==> src/rtl/fetch_unit.sv <==
// Instruction fetch sequencer: drives the program ROM address, registers each
// fetched word into a valid/ready output stage, handles redirects and halt words.
module fetch_unit #(
    parameter int          START_ADDR    = 0,
    parameter int          ROM_DEPTH     = 16,
    parameter logic [15:0] HALT_OPERATOR = 16'hFFFF
) (
    input  logic        clk,
    input  logic        rst_n,
    input  logic        start,
    output logic [15:0] rom_addr,
    input  logic [15:0] rom_operator,
    input  logic [15:0] rom_operand,
    output logic        instr_valid,
    input  logic        instr_ready,
    output logic [15:0] instr_operator,
    output logic [15:0] instr_operand,
    output logic [15:0] instr_pc,
    input  logic        redirect_valid,
    input  logic [15:0] redirect_addr,
    output logic        busy,
    output logic        halted
);

    // PC is carried 16 bits wide with every bit above the ROM index held at zero,
    // so masking gives both the modulo-ROM_DEPTH wrap and the zero extension.
    localparam logic [15:0] ADDR_MASK = 16'(ROM_DEPTH - 1);
    localparam logic [15:0] START_PC  = 16'(START_ADDR) & ADDR_MASK;

    typedef enum logic [1:0] {
        IDLE = 2'd0,
        RUN  = 2'd1,
        HALT = 2'd2
    } state_t;

    state_t      state_reg, state_next;
    logic [15:0] pc_reg, pc_next;
    logic        valid_reg, valid_next;
    logic [15:0] operator_reg, operator_next;
    logic [15:0] operand_reg, operand_next;
    logic [15:0] ipc_reg, ipc_next;
    logic        load;

    assign load = !valid_reg || instr_ready;

    always_ff @(posedge clk) begin
        if (!rst_n) begin
            state_reg    <= IDLE;
            pc_reg       <= START_PC;
            valid_reg    <= 1'b0;
            operator_reg <= 16'h0000;
            operand_reg  <= 16'h0000;
            ipc_reg      <= 16'h0000;
        end else begin
            state_reg    <= state_next;
            pc_reg       <= pc_next;
            valid_reg    <= valid_next;
            operator_reg <= operator_next;
            operand_reg  <= operand_next;
            ipc_reg      <= ipc_next;
        end
    end

    always_comb begin
        state_next    = state_reg;
        pc_next       = pc_reg;
        valid_next    = valid_reg;
        operator_next = operator_reg;
        operand_next  = operand_reg;
        ipc_next      = ipc_reg;
        case (state_reg)
            IDLE, HALT: begin
                if (start) begin
                    state_next = RUN;
                    pc_next    = START_PC;
                    valid_next = 1'b0;
                end
            end
            RUN: begin
                // Redirect wins over any load; a held word is simply discarded.
                if (redirect_valid) begin
                    pc_next    = redirect_addr & ADDR_MASK;
                    valid_next = 1'b0;
                end else if (load) begin
                    if (rom_operator == HALT_OPERATOR) begin
                        state_next = HALT;
                        valid_next = 1'b0;
                    end else begin
                        operator_next = rom_operator;
                        operand_next  = rom_operand;
                        ipc_next      = pc_reg;
                        valid_next    = 1'b1;
                        pc_next       = (pc_reg + 16'd1) & ADDR_MASK;
                    end
                end
            end
            default: begin
                state_next = IDLE;
            end
        endcase
    end

    assign rom_addr       = pc_reg;
    assign instr_valid    = valid_reg;
    assign instr_operator = operator_reg;
    assign instr_operand  = operand_reg;
    assign instr_pc       = ipc_reg;
    assign busy           = (state_reg == RUN);
    assign halted         = (state_reg == HALT);

endmodule

==> config.mk <==
export PLATFORM = sky130hd
export DESIGN_NAME = fetch_unit
export DESIGN_NICKNAME = d
export VERILOG_FILES = /design/src/rtl/fetch_unit.sv
export SDC_FILE = /design/constraint.sdc
export NUM_CORES = 1
export LEC_CHECK = 0
export CORE_MARGIN = 5
export CORE_UTILIZATION = 41
export DETAILED_ROUTE_END_ITERATION = 16
export PLACE_DENSITY = 0.94
export SLEW_MARGIN = 20
export SYNTH_ARGS = -nofsm -noshare
export SYNTH_HDL_FRONTEND = slang
export SYNTH_SLANG_ARGS = --single-unit
==> constraint.sdc <==
create_clock -name clk -period 5.8 [get_ports clk]
set_clock_uncertainty 0.1 [all_clocks]
set_input_delay 1.74 -clock clk [delete_from_list [all_inputs] [get_ports clk]]
set_output_delay 1.74 -clock clk [all_outputs]
set_load 0.02 [all_outputs]
# Word level (Yosys, flattened, before mapping)
# Cells that the tools add are included.
[totals] register_bits=67 elab_cells=42
[op_classes] add_sub_neg=1 eq_ne=9 mux=15 bitwise_logic=2 reduce_logical=9
[ops] op="2-to-1 mux 16 bit" count=4
[ops] op="case mux 16 bit (2 select lines)" count=1
[ops] op="== test 16 bit, second input constant" count=1
[ops] op="AND reduction 4 bit" count=3
[ops] op="2-to-1 mux 2 bit" count=4
[ops] op="adder 4 x 1 -> 4 bit, second input constant" count=1
[ops] op="2-to-1 mux 1 bit" count=4
[ops] op="inequality test 2 x 1 -> 1 bit, second input constant" count=2
[ops] op="inequality test 2 bit, second input constant" count=2
[ops] op="case mux 2 bit (2 select lines)" count=1
[ops] op="inequality test 3 x 2 -> 1 bit, second input constant" count=1
[ops] op="inequality test 3 bit, second input constant" count=1
[ops] op="AND reduction 3 bit" count=1
[ops] op="== test 2 x 1 -> 1 bit, second input constant" count=1
[ops] op="== test 2 bit, second input constant" count=1
[ops] op="logical NOT 2 bit" count=1
[ops] op="NOT 1 bit" count=2
[ops] op="case mux 1 bit (2 select lines)" count=1
[ops] op="nonzero test 2 bit" count=1
[ops] op="OR reduction 2 bit" count=1
[ops] op="logical NOT 1 bit" count=1
[ops] op="logical OR 1 bit" count=1

# Longest topological paths before layout
# Gate-level depths: netlist of run 1.
[logic_depth] ltp_word=5 ltp_mapped=7

# Worst setup path after synthesis of run 1
# Ideal clock, no wire load.
[synth_timing] path_type="input to register" start="in rom_operator[4]" end="reg state_reg[0]" setup_ps=124 t_arrival_ps=2996 path_slack_ps=2580 cell_stages=6 n_path_buf=2 cell_sequence="nand4_1 > or4_1 > clkbuf_1 > buf_6 > o41ai_2 > a21boi_1"
[synth_via] elab_chain_cells=3
[synth_lines] item="start, declared" line="12" text="input logic [15:0] rom_operator,"
[synth_lines] item="== test 16 bit" line="85" text="if (rom_operator == HALT_OPERATOR) begin"
[synth_lines] item="inequality test 2 x 1 -> 1 bit (no line)"
[synth_lines] item="AND reduction 4 bit (no line)"
[synth_lines] item="end signal, assigned" line="55" text="state_reg <= state_next;"
[synth_lines] item="end, declared" line="36" text="state_t state_reg, state_next;"
# No other way between the ends.
# A chain may end at the register's enable or synchronous reset.

# Worst setup path in the final report of run 1
[layout_timing] start="in rom_operator[4]" end="reg state_reg[1]"
# Same word-level chain as after synthesis.

==> reports/results.tsv, run 1 <==
stage	metric	value	unit
run_status	status	finished, final reports clean	
timing	fin_ws	1.92	ns
die	rows	26	
global_routing	antenna_found_initial	0	
timing	relSlewSlack	35.1	%
synthesis	ys_seq_elements	43	
detailed_routing	final_antenna_net_count	0	
synthesis	yosysUniqueCellTypes	40	
worst_setup_path	critPathKind	in -> reg	
worst_setup_path	crit_path_max_fanout	17	
worst_setup_path	cp.required	5.93	ns
placed_design	post_dp_cell_area	2910	µm²
cts	clockBufferDepth	2	
global_routing	grt_start_max_net_pins	46	
worst_setup_path	worstSetupStartpointType	input pin	
final_layout	nets	373	
detailed_routing	firstDrtPassIters	4	
min_path	hold_path_class	reg -> reg	
timing	rsz0062_at_grt	false	
final_layout	insertedDiodeCount	0	
worst_setup_path	arrival	4.00	ns
timing	finalSetupViolCount	0	
die	core_area	5070	µm²
timing	worst_slew_pin_slew	0.973	ns
synthesis	synth_edf_count	0	
cts	clkLatencyLatePin	0.29	ns
global_routing	use_met1	19.5	%
detailed_routing	routed_via_density	5.16	
cts	root_buffer	clkbuf_8	
placed_design	dp_hpwl	4070	µm
global_routing	grt_pass1_vias	1947	
synthesis	avgSynthCellArea	8.59	µm²
placed_design	io_buffers	83	
synthesis	synthXorXnorAreaFrac	0.411	%
global_routing	grt_use_met2	30.7	%
synthesis	synthCells	248	
job	cap_violations	0	
timing	max_freq	0.258	GHz
cts	postCtsSetupBuffers	0	
synthesis	yosys.area_share.simple	16.9	%
global_routing	grt.busiest_layer	met2	
cts	cts_tree	yes	
worst_setup_path	end_kind	flip-flop	
detailed_routing	drc	0	
pwr	vdd_drop_max	0.000120	V
synthesis	synth_fa_ha_area_share	0.588	%
die	die_h	82.1	µm
synthesis	ys_seq_area_share	40.4	%
final_layout	area_growth	40.7	%
timing	layout_min_cycle_time	3.88	ns
global_routing	grt_first_pass_wirelength	9030	µm
synthesis	synth_mux_area_share	1.47	%
die	pin_count	120	
die	start_util	42.0	%
placed_design	routabilityCongestion	0.749	
detailed_routing	drtIter0Drc	55	
synthesis	synth_top_family_by_area	compound AO/OA/AOI/OAI gates	
global_routing	grt_use_total	17.1	%
synthesis	async_reset_ff_share	0	%
synthesis	synth_ff_type	dfxtp_1	
detailed_routing	num_vias	2006	
cts	clk_pin_slew_worst_paths	0.08	ns
final_layout	final_common_cell	clkdlybuf4s50_1	
die	die_area	6740	µm²
global_routing	grt_overflow_total	0	
pwr	leakagePower	1.05	nW
cts	cts.sinks	43	
synthesis	syn_area	2130	µm²
pwr	cellPowerDensity	210	nW/µm²
final_layout	layout.cells.non_filler	389	
placed_design	post-place-cells	382	
final_layout	finish.instance_area	3000	µm²
timing	hold_viol_final	0	
timing	finalCritPeriodShare	66.9	%
cts	htree_levels	2	
final_layout	drive_gt1_share	5.02	%
cts	ctsResizeCount	0	
synthesis	synth_compound_area_share	26.9	%
placed_design	preCtsSetupSlack	1.62	ns
detailed_routing	routed_wirelength	5680	µm
cts	cts-buffers-inserted	5	
detailed_routing	wl_per_cell	14.6	µm
cts	cts_hold_buf	0	
synthesis	yosys_warnings	0	
global_routing	grtUsageMet3	4.71	%
timing	maxSlewViolCount	0	
die	chipWidth	82.1	µm
timing	fin_setup_tns	0	ns
final_layout	layout_common_cells	clkdlybuf4s50_1, dfxtp_1, nand3_1, o21ai_0, a21boi_0	
==> per-layer routing <==
metal  routed length, µm  share of wire [%]
met1                2390                 42
met2                2770                 49
met3                 419                7.4
met4                  99                1.7
met5                   0                  0
==> final timing paths <==
kind,start,to,slack [ns],depth (start not counted)
worst min-delay path,instr_operator[3]$_SDFFE_PN0P_,instr_operator[3]$_SDFFE_PN0P_,0.38,2
worst max-delay path,rom_operator[4],state_reg[1]$_SDFFE_PN0P_,1.92,5
worst max register to register,state_reg[1]$_SDFFE_PN0P_,instr_operand[12]$_SDFFE_PN0P_,3.76,4
worst min register to register,instr_operator[3]$_SDFFE_PN0P_,instr_operator[3]$_SDFFE_PN0P_,0.38,2
==> through the flow <==
| stage | utilization [%] | total power (W) | hold slack, ns |
|---|---|---|---|
| after floorplan | - | 0.000396 | 0.451 |
| after global placement | 57.1 | 0.000442 | 0.362 |
| after detailed placement | 57.3 | 0.000446 | 0.373 |
| after CTS | 59.0 | 0.000634 | 0.384 |
| after global routing | 59.0 | 0.000656 | 0.413 |
| final | 59.0 | 0.000628 | 0.383 |
==> synthesized netlist by cell type, types with 2 or more instances <==
| library cell | count | area [µm²] |
|---|---|---|
| mux2i_1 | 2 | 20.0 |
| nor2_1 | 2 | 7.51 |
| a21boi_1 | 3 | 22.5 |
| buf_2 | 6 | 30.0 |
| nor2b_1 | 2 | 12.5 |
| nand2_1 | 7 | 26.3 |
| buf_4 | 24 | 180 |
| nand2b_1 | 3 | 18.8 |
| a21boi_0 | 34 | 255 |
| o21ai_0 | 37 | 185 |
| nand3_1 | 37 | 185 |
| clkbuf_1 | 15 | 56.3 |
| nor3b_1 | 2 | 15.0 |
| dfxtp_1 | 43 | 861 |
| a211oi_1 | 2 | 15.0 |
| nand4_1 | 4 | 25.0 |
| nor4_1 | 2 | 12.5 |
==> report_power, final <==
| part | internal, W | switching, W | leakage [nW] |
|---|---|---|---|
| clock | 0.0000935 | 0.0000958 | 0.0470 |
| sequential | 0.000306 | 0.00000687 | 0.349 |
| combinational | 0.0000595 | 0.0000658 | 0.650 |
==> cell families after synthesis <==
kind of cell    Yosys count
compound gates           86
xor+xnor                  1
fa+ha+maj                 1
buf+inv                  47
flops                    43
mux                       3
other cells               1
simple gates             66
==> area by class of cell <==
cell class,count,area (µm²)
inverter,1,3.75
timing repair buffer,87,861
tap,70,87.6
multi-input combinational,181,1090
fill,458,2080
sequential,43,861
clock buffer,6,82.6
clock inverter,1,5.00
==> critical path, stage by stage <==
cell             delay [ns]
clkdlybuf4s50_1        0.49
nand4_1                0.19
or4_1                  0.89
a2111oi_2              0.47
o2111a_1               0.21
Note: power is estimated with default switching activity, not from simulation.
==> run 2: changes to the inputs <==
- CORE_UTILIZATION: 41 -> 35
- PLACE_DENSITY: 0.94 -> 0.86
- clock period: 5.8 -> 3.36 ns (I/O delays scaled with it)
==> reports/results.tsv, run 2 (synthesized netlist as in run 1, its figures left out) <==
stage	metric	value	unit
detailed_routing	num_vias	2008	
placed_design	dp_hpwl	4140	µm
global_routing	antenna_found_initial	0	
die	start_util	36.0	%
global_routing	grt_overflow_total	0	
detailed_routing	wl_per_cell	14.5	µm
die	chipWidth	88	µm
cts	cts-buffers-inserted	5	
detailed_routing	routed_via_density	5.06	
worst_setup_path	cp.required	2.25	ns
global_routing	grt.busiest_layer	met2	
pwr	intPower	0.000773	W
worst_setup_path	path_buf_inv	2	
pwr	power_frac_seq	51.4	%
die	core_area	5920	µm²
cts	clkLatencyLatePin	0.28	ns
final_layout	drive_gt1_share	5.59	%
pwr	cellPowerDensity	348	nW/µm²
worst_setup_path	arrival	1.74	ns
global_routing	grt_use_met2	25.3	%
cts	htree_levels	2	
timing	rsz0062_at_grt	false	
timing	whs	0.380	ns
timing	max_freq	0.351	GHz
cts	postCtsSetupBuffers	0	
cts	cts_tree	yes	
die	pin_count	120	
min_path	hold_path_class	reg -> reg	
cts	cts.sinks	43	
detailed_routing	drtIter0Drc	117	
worst_setup_path	critical_path.cell_chain	nand2b_1 > inv_1 > clkdlybuf4s50_1	
detailed_routing	firstDrtPassIters	4	
global_routing	grt_first_pass_wirelength	9180	µm
detailed_routing	routed_wirelength	5760	µm
worst_setup_path	end_kind	output pin	
detailed_routing	final_antenna_net_count	0	
placed_design	routabilityCongestion	0.791	
pwr	switching_power	0.000279	W
global_routing	grt_use_total	14.8	%
timing	hold_viol_final	0	
final_layout	area_growth	41.8	%
pwr	p_total	0.00105	W
min_path	hold_depth	2	
final_layout	final_common_cell	clkdlybuf4s50_1	
pwr	pwr-share-comb	20.8	%
detailed_routing	drc	0	
global_routing	grt_pass1_vias	1931	
worst_setup_path	critPathKind	reg -> out	
worst_setup_path	crit_cells	3	
pwr	p_clk_share	27.8	%
worst_setup_path	reg2regPathDepth	5	
timing	fin_setup_tns	0	ns
die	rows	28	
pwr	p_sw_share	26.5	%
timing	finalCritPeriodShare	84.8	%
cts	clockBufferDepth	2	
worst_setup_path	cpMaxStageDelayCell	clkdlybuf4s50_1	
timing	layout_min_cycle_time	2.85	ns
final_layout	insertedDiodeCount	0	
run_status	status	finished, final reports clean	
cts	root_buffer	clkbuf_8	
final_layout	layout_common_cells	clkdlybuf4s50_1, dfxtp_1, nand3_1, o21ai_0, a21boi_0	
die	die_area	7740	µm²
worst_setup_path	crit_path_max_fanout	6	
worst_setup_path	cp_top_family	buffers and inverters	
global_routing	grt_start_max_net_pins	45	
timing	maxSlewViolCount	0	
cts	cts_hold_buf	0	
cts	clk_pin_slew_worst_paths	0.07	ns
worst_setup_path	slowest_delay	0.64	ns
global_routing	use_met1	18.7	%
pwr	vdd_drop_max	0.000156	V
pwr	leakagePower	1.04	nW
worst_setup_path	worstSetupStartpointType	flip-flop	
cts	ctsResizeCount	0	
final_layout	nets	377	
die	die_h	88	µm
timing	finalSetupViolCount	0	
placed_design	io_buffers	83	
global_routing	grtUsageMet3	4.42	%
job	cap_violations	0	
[run 2: changes by cell type in the layout (fill, tap and decap cells not counted), sizes merged]
| cell | change |
|---|---|
| buf | +4 |
| clkinv | -1 |
[run 2: worst paths after layout]
check                                                from                               to  slack [ns]
worst min-delay path             instr_pc[3]$_SDFFE_PN0P_         instr_pc[3]$_SDFFE_PN0P_        0.38
worst min register to register   instr_pc[3]$_SDFFE_PN0P_         instr_pc[3]$_SDFFE_PN0P_        0.38
worst max register to register  state_reg[1]$_SDFFE_PN0P_  instr_operator[14]$_SDFFE_PN0P_        1.61
worst max-delay path            state_reg[1]$_SDFFE_PN0P_                             busy        0.51
[run 2: area by class of cell]
class,instances,area (µm²)
multi-input cells,181,1090
repair buffers,91,903
clock buffers,6,72.6
well taps,75,93.8
inverters,1,3.75
fillers,586,2900
flip-flops and latches,43,861
[run 2: power by group through the flow]
stage	Combinational (W)	Sequential (W)	Clock [W]
floorplan	0.000110	0.000574	0
global placement	0.000216	0.000552	0
detailed placement	0.000219	0.000553	0
CTS	0.000220	0.000541	0.000312
global route	0.000237	0.000544	0.000328
finish	0.000219	0.000541	0.000292
[run 2: layer usage]
metal,vias up,share of wire [%],wire [µm]
li1,985,-,-
met1,950,42,2400
met2,71,50,2860
met3,2,8.3,477
met4,0,0.33,19
met5,-,0,0
[run 2: per-stage QoR]
| stage | utilization (%) | cell area [µm²] | std cells | setup slack (ns) |
|---|---|---|---|---|
| after floorplan | - | 2220 | 271 | 0.872 |
| final | 51.0 | 3020 | 397 | 0.510 |
| after global placement | 49.8 | 2950 | 391 | 0.294 |
| after detailed placement | 49.8 | 2950 | 391 | 0.267 |
| after CTS | 51.0 | 3020 | 397 | 0.495 |
| after global routing | 51.0 | 3020 | 397 | 0.393 |
[run 2: worst register-to-register path, cell delays in order (launching register included)]
cell and delay, ns:
dfxtp_1 0.34, nand2b_1 0.26, or3_1 0.38, buf_4 0.24, o21ai_0 0.20, a21boi_0 0.11
